[config.mk]
export PLATFORM = sky130hd
export DESIGN_NAME = cim_argmin_scanner
export DESIGN_NICKNAME = d
export VERILOG_FILES = /design/src/rtl/cim_argmin_scanner_pkg.sv /design/src/rtl/cim_argmin_scanner_cmp_unit.sv /design/src/rtl/cim_argmin_scanner.sv
export SDC_FILE = /design/constraint.sdc
export NUM_CORES = 1
export LEC_CHECK = 0
export ABC_AREA = 1
export ABC_CLOCK_PERIOD_IN_PS = 21200
export CORE_MARGIN = 1
export CORE_UTILIZATION = 53
export DETAILED_ROUTE_END_ITERATION = 10
export PLACE_DENSITY = 0.81
export SLEW_MARGIN = 20
export SYNTH_ARGS = -nofsm -noshare
export SYNTH_HDL_FRONTEND = slang
export SYNTH_SLANG_ARGS = --single-unit
[constraint.sdc]
create_clock -name clk -period 21.2 [get_ports clk]
set_input_delay 5.3 -clock clk [delete_from_list [all_inputs] [get_ports clk]]
set_output_delay 5.3 -clock clk [all_outputs]
set_load 0.1 [all_outputs]
[src/rtl/cim_argmin_scanner_pkg.sv]
// Shared types and helpers for the CiM argmin scanner and its neighbours.
package cim_argmin_scanner_pkg;

  typedef enum logic [1:0] {
    IDLE = 2'd0,
    SCAN = 2'd1,
    DONE = 2'd2
  } scan_state_t;

  // Index/counter width for a group of n results; one spare bit so the
  // counter can express n itself without wrapping.
  function automatic int count_w(input int n);
    return $clog2(n) + 1;
  endfunction

endpackage

[src/rtl/cim_argmin_scanner_cmp_unit.sv]
// Single magnitude comparator: lt = (a < b), unsigned or two's-complement.
module cim_argmin_scanner_cmp_unit #(
  parameter int DATA_WIDTH = 32,
  parameter bit SIGNED     = 1'b0
) (
  input  logic [DATA_WIDTH-1:0] a,
  input  logic [DATA_WIDTH-1:0] b,
  output logic                  lt
);

  logic signed [DATA_WIDTH-1:0] a_s;
  logic signed [DATA_WIDTH-1:0] b_s;

  assign a_s = a;
  assign b_s = b;

  generate
    if (SIGNED) begin : g_signed
      assign lt = (a_s < b_s);
    end else begin : g_unsigned
      assign lt = (a < b);
    end
  endgenerate

endmodule

[src/rtl/cim_argmin_scanner.sv]
// Sequential argmin over a snapshot of N_GROUP cell results: one element is
// compared per cycle against the running best, so a single comparator serves
// the whole group. The result is presented with a one-cycle done pulse.
module cim_argmin_scanner
  import cim_argmin_scanner_pkg::*;
#(
  parameter int  N_GROUP     = 12,
  parameter int  DATA_WIDTH  = 32,
  parameter bit  SIGNED      = 1'b0,
  localparam int COUNT_WIDTH = count_w(N_GROUP)
) (
  input  logic                                clk,
  input  logic                                rst,
  input  logic                                start,
  input  logic [N_GROUP-1:0][DATA_WIDTH-1:0]  data_i,
  output logic                                busy,
  output logic                                done,
  output logic [DATA_WIDTH-1:0]               min_o,
  output logic [COUNT_WIDTH-1:0]              idx_o
);

  scan_state_t                       state;
  logic [COUNT_WIDTH-1:0]            cnt;
  logic [N_GROUP-1:0][DATA_WIDTH-1:0] snap;
  logic [DATA_WIDTH-1:0]             best;
  logic [COUNT_WIDTH-1:0]            best_idx;

  logic [DATA_WIDTH-1:0]             cur;
  logic                              lt;
  logic [DATA_WIDTH-1:0]             nxt_best;
  logic [COUNT_WIDTH-1:0]            nxt_idx;
  logic                              last;
  logic                              take;

  // Select the snapshot element addressed by the scan counter.
  always_comb begin
    cur = snap[0];
    for (int g = 1; g < N_GROUP; g++) begin
      if (cnt == COUNT_WIDTH'(g)) cur = snap[g];
    end
  end

  cim_argmin_scanner_cmp_unit #(
    .DATA_WIDTH (DATA_WIDTH),
    .SIGNED     (SIGNED)
  ) u_cmp (
    .a  (cur),
    .b  (best),
    .lt (lt)
  );

  // Strict less-than keeps the earlier index on ties.
  always_comb begin
    nxt_best = lt ? cur : best;
    nxt_idx  = lt ? cnt : best_idx;
    last     = (cnt == COUNT_WIDTH'(N_GROUP - 1));
    take     = start && (state != SCAN);
  end

  // Scan FSM with capture, running-best update and registered result outputs.
  always_ff @(posedge clk or posedge rst) begin
    if (rst) begin
      state    <= IDLE;
      busy     <= 1'b0;
      done     <= 1'b0;
      min_o    <= '0;
      idx_o    <= '0;
      cnt      <= '0;
      snap     <= '0;
      best     <= '0;
      best_idx <= '0;
    end else begin
      done <= 1'b0;
      if (take) begin
        // Capture stage: element 0 seeds the running best.
        snap     <= data_i;
        best     <= data_i[0];
        best_idx <= '0;
        cnt      <= COUNT_WIDTH'(1);
        if (N_GROUP == 1) begin
          state <= DONE;
          busy  <= 1'b0;
          done  <= 1'b1;
          min_o <= data_i[0];
          idx_o <= '0;
        end else begin
          state <= SCAN;
          busy  <= 1'b1;
        end
      end else begin
        case (state)
          SCAN: begin
            // Compare stage: fold element cnt into the running best.
            best     <= nxt_best;
            best_idx <= nxt_idx;
            cnt      <= cnt + COUNT_WIDTH'(1);
            if (last) begin
              state <= DONE;
              busy  <= 1'b0;
              done  <= 1'b1;
              min_o <= nxt_best;
              idx_o <= nxt_idx;
            end
          end
          DONE:    state <= IDLE;
          IDLE:    state <= IDLE;
          default: begin
            state <= IDLE;
            busy  <= 1'b0;
          end
        endcase
      end
    end
  end

endmodule

==> summary.txt <==
Run status
  – Outcome: finished clean

Pwr
  – Comb pwr share: 55.2%
  – Sw Ratio: 49.1%
  – Internal Power: 2.70 mW
  – PD cells: 184 nW/um^2
  – Clk pwr share: 15.6%
  – Leakage: 14.4 nW
  – Worst vdd ir: 0.000102 V
  – Sequential share of power: 29.2%
  – Sw Pwr: 2.60 mW

Hold path
  – HP Class: reg -> reg
  – Hold Crit Start: snap[143]$_DFFE_PP0P_

Setup path
  – Reg-to-Reg End: idx_o[3]$_DFFE_PP0P_
  – Worst-path cell chain: clkdlybuf4s50_1 > inv_1 > nor2_4 > inv_8 > buf_4 > nand3_1 > o21ai_0
  – Worst path slowest cell: buf_4
  – Worst setup path endpoint: cnt[4]$_DFFE_PP0P_
  – Reg2Reg Launch Point: cnt[0]$_DFFE_PP0P_
  – Critical path data arrival time: 8.76 ns
  – CP Capture Type: register
  – Critical path launch point type: input pin
  – CP required: 21.70 ns
  – Worst Path Max Fanout: 182
  – Critical Path Stages: 7
  – Slowest stage delay, CP: 0.97 ns
  – Delay-heaviest family, CP: buffers and inverters
  – Worst R2R Path Depth: 25
  – Origin of the worst setup path: start
  – Reg-to-reg slack, setup: 14.45 ns
  – Buf/Inv on CP: 4
  – Kind of critical path: in -> reg

Clocking
  – Post-cts resize count: 0
  – Clk sink count: 467
  – Root Buffer: clkbuf_16
  – CTS tree: yes
  – Postcts setup bufs: 0
  – Max clock buf depth: 3
  – H-tree Lvls: 2
  – CTS Buf Count: 47
  – CTS clk-pin slew, worst paths: 0.06 ns
  – Clk_lat worst skew: 0.59 ns
  – Post-CTS Hold Fix Bufs: 0

Job
  – Max cap viols: 0

Drt
  – Remaining antenna violation count after routing: 0
  – Routed wire length: 76500 um
  – DR pass1 iterations: 8
  – DRC Markers: 0
  – Vias/cell: 5.57
  – 1st-iter DRT viols: 2586
  – WL/cell: 19.4 um
  – DR vias: 22000

Global routing
  – Total grt overflow: 0
  – Largest net degree at the start of global routing: 289
  – Initial antenna violation count: 0
  – First-pass GRT wire length: 116000 um
  – Total GRT Usage: 34.8%
  – Vias in the first global route: 20900

Layout
  – Commonest cells after routing, fill and taps aside: nand2_1 (1346), dfrtp_1 (467), clkdlybuf4s50_1 (425)
  – Share of layout cells above drive strength 1: 3.49%
  – Area grow syn2layout: 26.2%
  – Fin nets: 3794
  – Final antenna diode count: 0
  – Commonest non-fill, non-tap cell in the layout: nand2_1

Yosys
  – Yosys warns: 0
  – Yosys top cell by area: dfrtp_1
  – Post-synthesis mux area share: 0%
  – Largest family of logic cells by synthesized area: simple AND/OR/NAND/NOR gates
  – XOR/XNOR Fraction of Synth Area: 0%
  – Mapped Area: 22800 sq um
  – Yosys top cell area share: 51.2%
  – Largest cells by area after synthesis: dfrtp_1 (51%), nand2_1 (22%), o21ai_0 (7.5%)
  – Synth Area per Inst: 7.48 sq um
  – Post-synth cell types: 31
  – Simple-Gate Fraction of Synth Area: 26.8%
  – Register area share after synthesis: 51.2%
  – Synth Register Bits: 467
  – Cells after synthesis: 3053
  – Adder-cell share of the synthesized area: 1.92%
  – Syn_nets: 3475
  – Compound-gate portion of the synthesized area: 12.3%

Floorplanning
  – Die area: 43900 sq um
  – Core area: 42200 sq um
  – I/O pin total: 426
  – Row count: 75
  – Die H: 210 um
  – Initial Util: 54.1%
  – Die X: 210 um

Placed design
  – Gpl congestion: 1.01
  – IO Port Bufs: 425
  – Dpl hpwl: 54300 um
  – Dpl ws: 11.91 ns

STA
  – Min Clock Period, post-route: 8.26 ns
  – Relative slew slack: 25.8%
  – Slew @ Worst Pin: 1.11 ns
  – Maximum clock rate: 121 MHz
  – # setup viols final: 0
  – Pins over their slew limit: 0
  – RSZ-0062 raised after global routing: no
  – Setup ws final: 12.94 ns
  – Period utilisation layout: 39.0%
  – Setup TNS: 0 ns
  – Final hold vios: 0
  – Fin Clk Skew: 0.0124 ns
## state kept, by name, indices dropped and copies added (netlist names), 2 cells and up
name and flops:
snap 384, cnt 5, state 2, idx_o 5, best 32, best_idx 5
min_o 32
## synth_stat cells
cell	count
o21bai_1	4
o221ai_1	4
a21oi_1	78
inv_1	271
nor2_1	61
clkinv_1	4
or2_2	3
nor2_2	2
nand3_1	140
dfrtp_1	467
nand4_1	4
nor2_4	3
buf_2	13
o211ai_1	55
o221a_2	1
buf_6	4
nand2_2	2
o21ai_0	340
a31oi_1	1
ha_1	35
buf_1	22
nor4_1	1
o21ai_1	26
nand3b_1	1
inv_2	7
clkbuf_1	140
nand2_1	1346
nor3_1	2
a211oi_1	5
nand2_4	1
o22ai_1	10
## layout make-up
type | instances | area, sq um
clock buffers | 73 | 1420
clock inverters | 11 | 80.1
fillers | 3510 | 13400
inverters | 282 | 1070
multi-input cells | 2125 | 9400
flip-flops and latches | 467 | 11700
well taps | 539 | 674
repair buffers | 449 | 4480
## worst min-delay path, delay by kind of cell (launching register included)
family           cells  cell delay, ns
DFF                  1            0.34
and+or+nand+nor      2            0.09
## power by group through the flow
stage	clock network (mW)	registers, mW	logic (mW)
after CTS	0.831	1.54	2.88
after detailed placement	0	1.55	2.86
after global placement	0	1.54	2.77
final	0.825	1.55	2.93
after floorplan	0	1.71	1.75
after global routing	0.862	1.59	3.21
## per-stage QoR
step / instances / power (mW) / instance area, sq um / util, % / hold slack [ns]
after floorplan: 3053 / 3.46 / 22800 / - / 0.434
after global placement: 3861 / 4.31 / 27300 / 64.6 / 0.449
after detailed placement: 3861 / 4.41 / 27300 / 64.6 / 0.453
after CTS: 3945 / 5.25 / 28800 / 68.2 / 0.467
after global routing: 3946 / 5.66 / 28800 / 68.2 / 0.479
final: 3946 / 5.30 / 28800 / 68.2 / 0.467
## per-layer routing
layer	global-route usage (%)	vias to the layer above	wire (um)
met3	5.51	174	6730
li1	-	10200	-
met2	52.6	1132	34000
met1	49.2	10400	31900
met5	0	-	0
met4	16.8	0	3830
## cell families (layout without fill, tap and decap cells)
group                      Yosys count  after routing
and+or+nand+nor                   1566           1566
AOI/OAI and AO/OA                  524            524
DFF                                467            467
buffers and inverters              461            815
adders and majority gates           35             35
## how the worst min path moves through the flow
stage                                       end  slack, ns  depth (start not counted)
after floorplan           snap[304]$_DFFE_PP0P_       0.43                          2
after detailed placement  snap[265]$_DFFE_PP0P_       0.45                          2
after CTS                 snap[265]$_DFFE_PP0P_       0.47                          2
final                     snap[143]$_DFFE_PP0P_       0.47                          2
after global routing      snap[276]$_DFFE_PP0P_       0.48                          2
after global placement     snap[48]$_DFFE_PP0P_       0.45                          2
(Power assumes the default switching activity.)
==> RTL change: new RTL, same settings <==
The 3 states of `scan_state_t` get a one-hot encoding in 3 bits.
--- a/src/rtl/cim_argmin_scanner_pkg.sv
+++ b/src/rtl/cim_argmin_scanner_pkg.sv
@@ -3,6 +3,6 @@
 
-  typedef enum logic [1:0] {
-    IDLE = 2'd0,
-    SCAN = 2'd1,
-    DONE = 2'd2
+  typedef enum logic [2:0] {
+    IDLE = 3'b001,
+    SCAN = 3'b010,
+    DONE = 3'b100
   } scan_state_t;
Behaviour: no difference found for any inputs over 4 cycles, from zero or initial values and one cycle with rst high; so few cycles prove little.
==> RTL change against the unedited design <==
- fmax is 1.5% higher
- total power is 1.7% lower
- global-route usage is 0.34 points higher
- final area is 0.66% higher
- highest routed layer unchanged
- area after synthesis is 0.28% higher
- critical endpoint is now snap[49]
- wire length is 0.24% higher
- setup slack better by 0.12 ns
- sequential cell count is 1 higher
- largest cell class unchanged
- synthesized cell count is 1.8% lower
==> RTL change: results (changes against the unedited design) <==
drt:
  finalWirelength_microns: 76700  # +0.24%
  dr_wl_met2_microns: 34400  # +1.2%
  drtIter0Drc: 2937  # +14%
  met3_wirelength_microns: 6770  # +0.59%
  vias: 21800  # -0.64%
  dr.pass1.iters: 6  # -2
clock_tree:
  numCtsBuffers: 48  # +2.1%
  cts.repair.resized: 0  # unchanged
worst_setup_path:
  r2r_setup_slack_ns: 13.84  # -0.61 ns
  max_stage_delay_ns: 0.70  # -0.27 ns
  critPathSlowestCell: "buf_12"
  worst_r2r_startpoint: "cnt[0]"
  critPathArrivalTime_ns: 8.55  # -0.21 ns
placement:
  place_congestion: 0.990  # -1.7%
  placed_cell_area_sq_um: 27400  # +0.35%
cells_and_area:
  fill_cells: 3486  # -0.68%
  layout-drive-gt1-share_pct: 5.07  # +1.6 points
  nets: 3739  # -1.4%
min_path:
  min_to: "snap[290]"
  worstHoldStart: "snap[290]"
  whs_path_depth: 2  # unchanged
grt:
  grt_pass1_vias: 20900  # -0.18%
  grt_max_degree: 287  # -0.69%
  grt_usage_pct: 35.1  # +0.34 points
  grt_pass1_wl_microns: 118000  # +1.3%
power:
  leakagePower_nw: 14.4  # about the same
  irDropWorstVdd_uv: 155  # +53%
synth:
  synth_common_cells: "nand2_1 (1284), dfrtp_1 (467), o21ai_0 (322)"
  seq_area_frac_synth_pct: 51.1  # about the same
  ys_types: 40  # +29%
  syn_nets: 3421  # -1.6%
status:
  status: "completed"
-- RTL change: cell count changes in the layout (fill, tap and decap cells not counted), moves of 18 or more --
cell	delta
o211ai_1	+26
nand2_1	-63
o21ai_0	-18
inv_1	-43
nor2_1	+24
a21oi_1	-27
-- RTL change: layout make-up --
type	instances	share of cell area, %
Sequential cell	468	40.4
Multi-Input combinational cell	2106	33.0
Timing Repair Buffer	446	15.3
Clock buffer	68	4.71
Inverter	247	3.25
Tap cell	577	2.49
Clock inverter	17	0.871
-- RTL change: through the flow --
stage / instances / setup slack (ns) / util (%) / hold WS, ns
2_1_floorplan: 2999 / 2.85 / - / 0.434
4_1_cts: 3929 / 13.24 / 68.5 / 0.467
6_report: 3929 / 13.06 / 68.5 / 0.463
5_1_grt: 3929 / 12.91 / 68.5 / 0.482
3_5_place_dp: 3844 / 12.62 / 64.7 / 0.451
3_3_place_gp: 3844 / 12.75 / 64.7 / 0.446
-- RTL change: per-layer routing --
| layer | GRT usage, % | up-vias |
|---|---|---|
| met2 | 52.9 | 1081 |
| met5 | 0 | - |
| met1 | 49.8 | 10400 |
| met3 | 5.55 | 170 |
| met4 | 17.0 | 0 |
| li1 | - | 10100 |
-- RTL change: worst reg2reg max path, cell delays in order, from the launching register on --
cell and delay [ns]:
dfrtp_1 0.42, ha_1 0.23, inv_1 0.09, nor2_1 0.08, nand2_1 0.09, buf_4 0.35
inv_1 0.50, o21ai_0 0.60, nor2_1 0.11, o211ai_1 0.35, o21ai_0 0.28, nand2_1 0.14
o211ai_1 0.13, nand3_1 0.20, o211ai_1 0.13, nand2_1 0.19, o21ai_0 0.24, inv_1 0.13
ha_1 0.25, a21oi_1 0.16, nor2_1 0.05, a211oi_1 0.22, o221ai_1 0.21, a21oi_4 0.87
nand2_4 0.65, o21ai_1 0.44, o21ai_1 0.10
-- RTL change: cells by family (layout without fill, tap and decap cells) --
kind of cell | count (synthesis) | count (layout) | share of synthesized area [%]
buf+inv | 425 | 778 | 7.19
flops | 468 | 468 | 51.1
compound gates | 521 | 521 | 12.6
fa+ha+maj | 35 | 35 | 1.91
simple gates | 1550 | 1550 | 27.2
-- RTL change: worst max path at each step --
stage,to,slack (ns),depth (start not counted)
CTS,snap[49],13.24,6
finish,snap[49],13.06,6
global placement,snap[11],12.75,7
floorplan,best[0],2.85,1
global route,snap[34],12.91,7
detailed placement,snap[48],12.62,6
-- RTL change: power by group --
group | leakage [nW] | switching [mW] | internal [mW] | total (mW)
sequential | 5.78 | 0.209 | 1.33 | 1.54
clock | 0.797 | 0.360 | 0.521 | 0.881
combinational | 7.81 | 1.96 | 0.836 | 2.79
total | 14.4 | 2.53 | 2.68 | 5.21
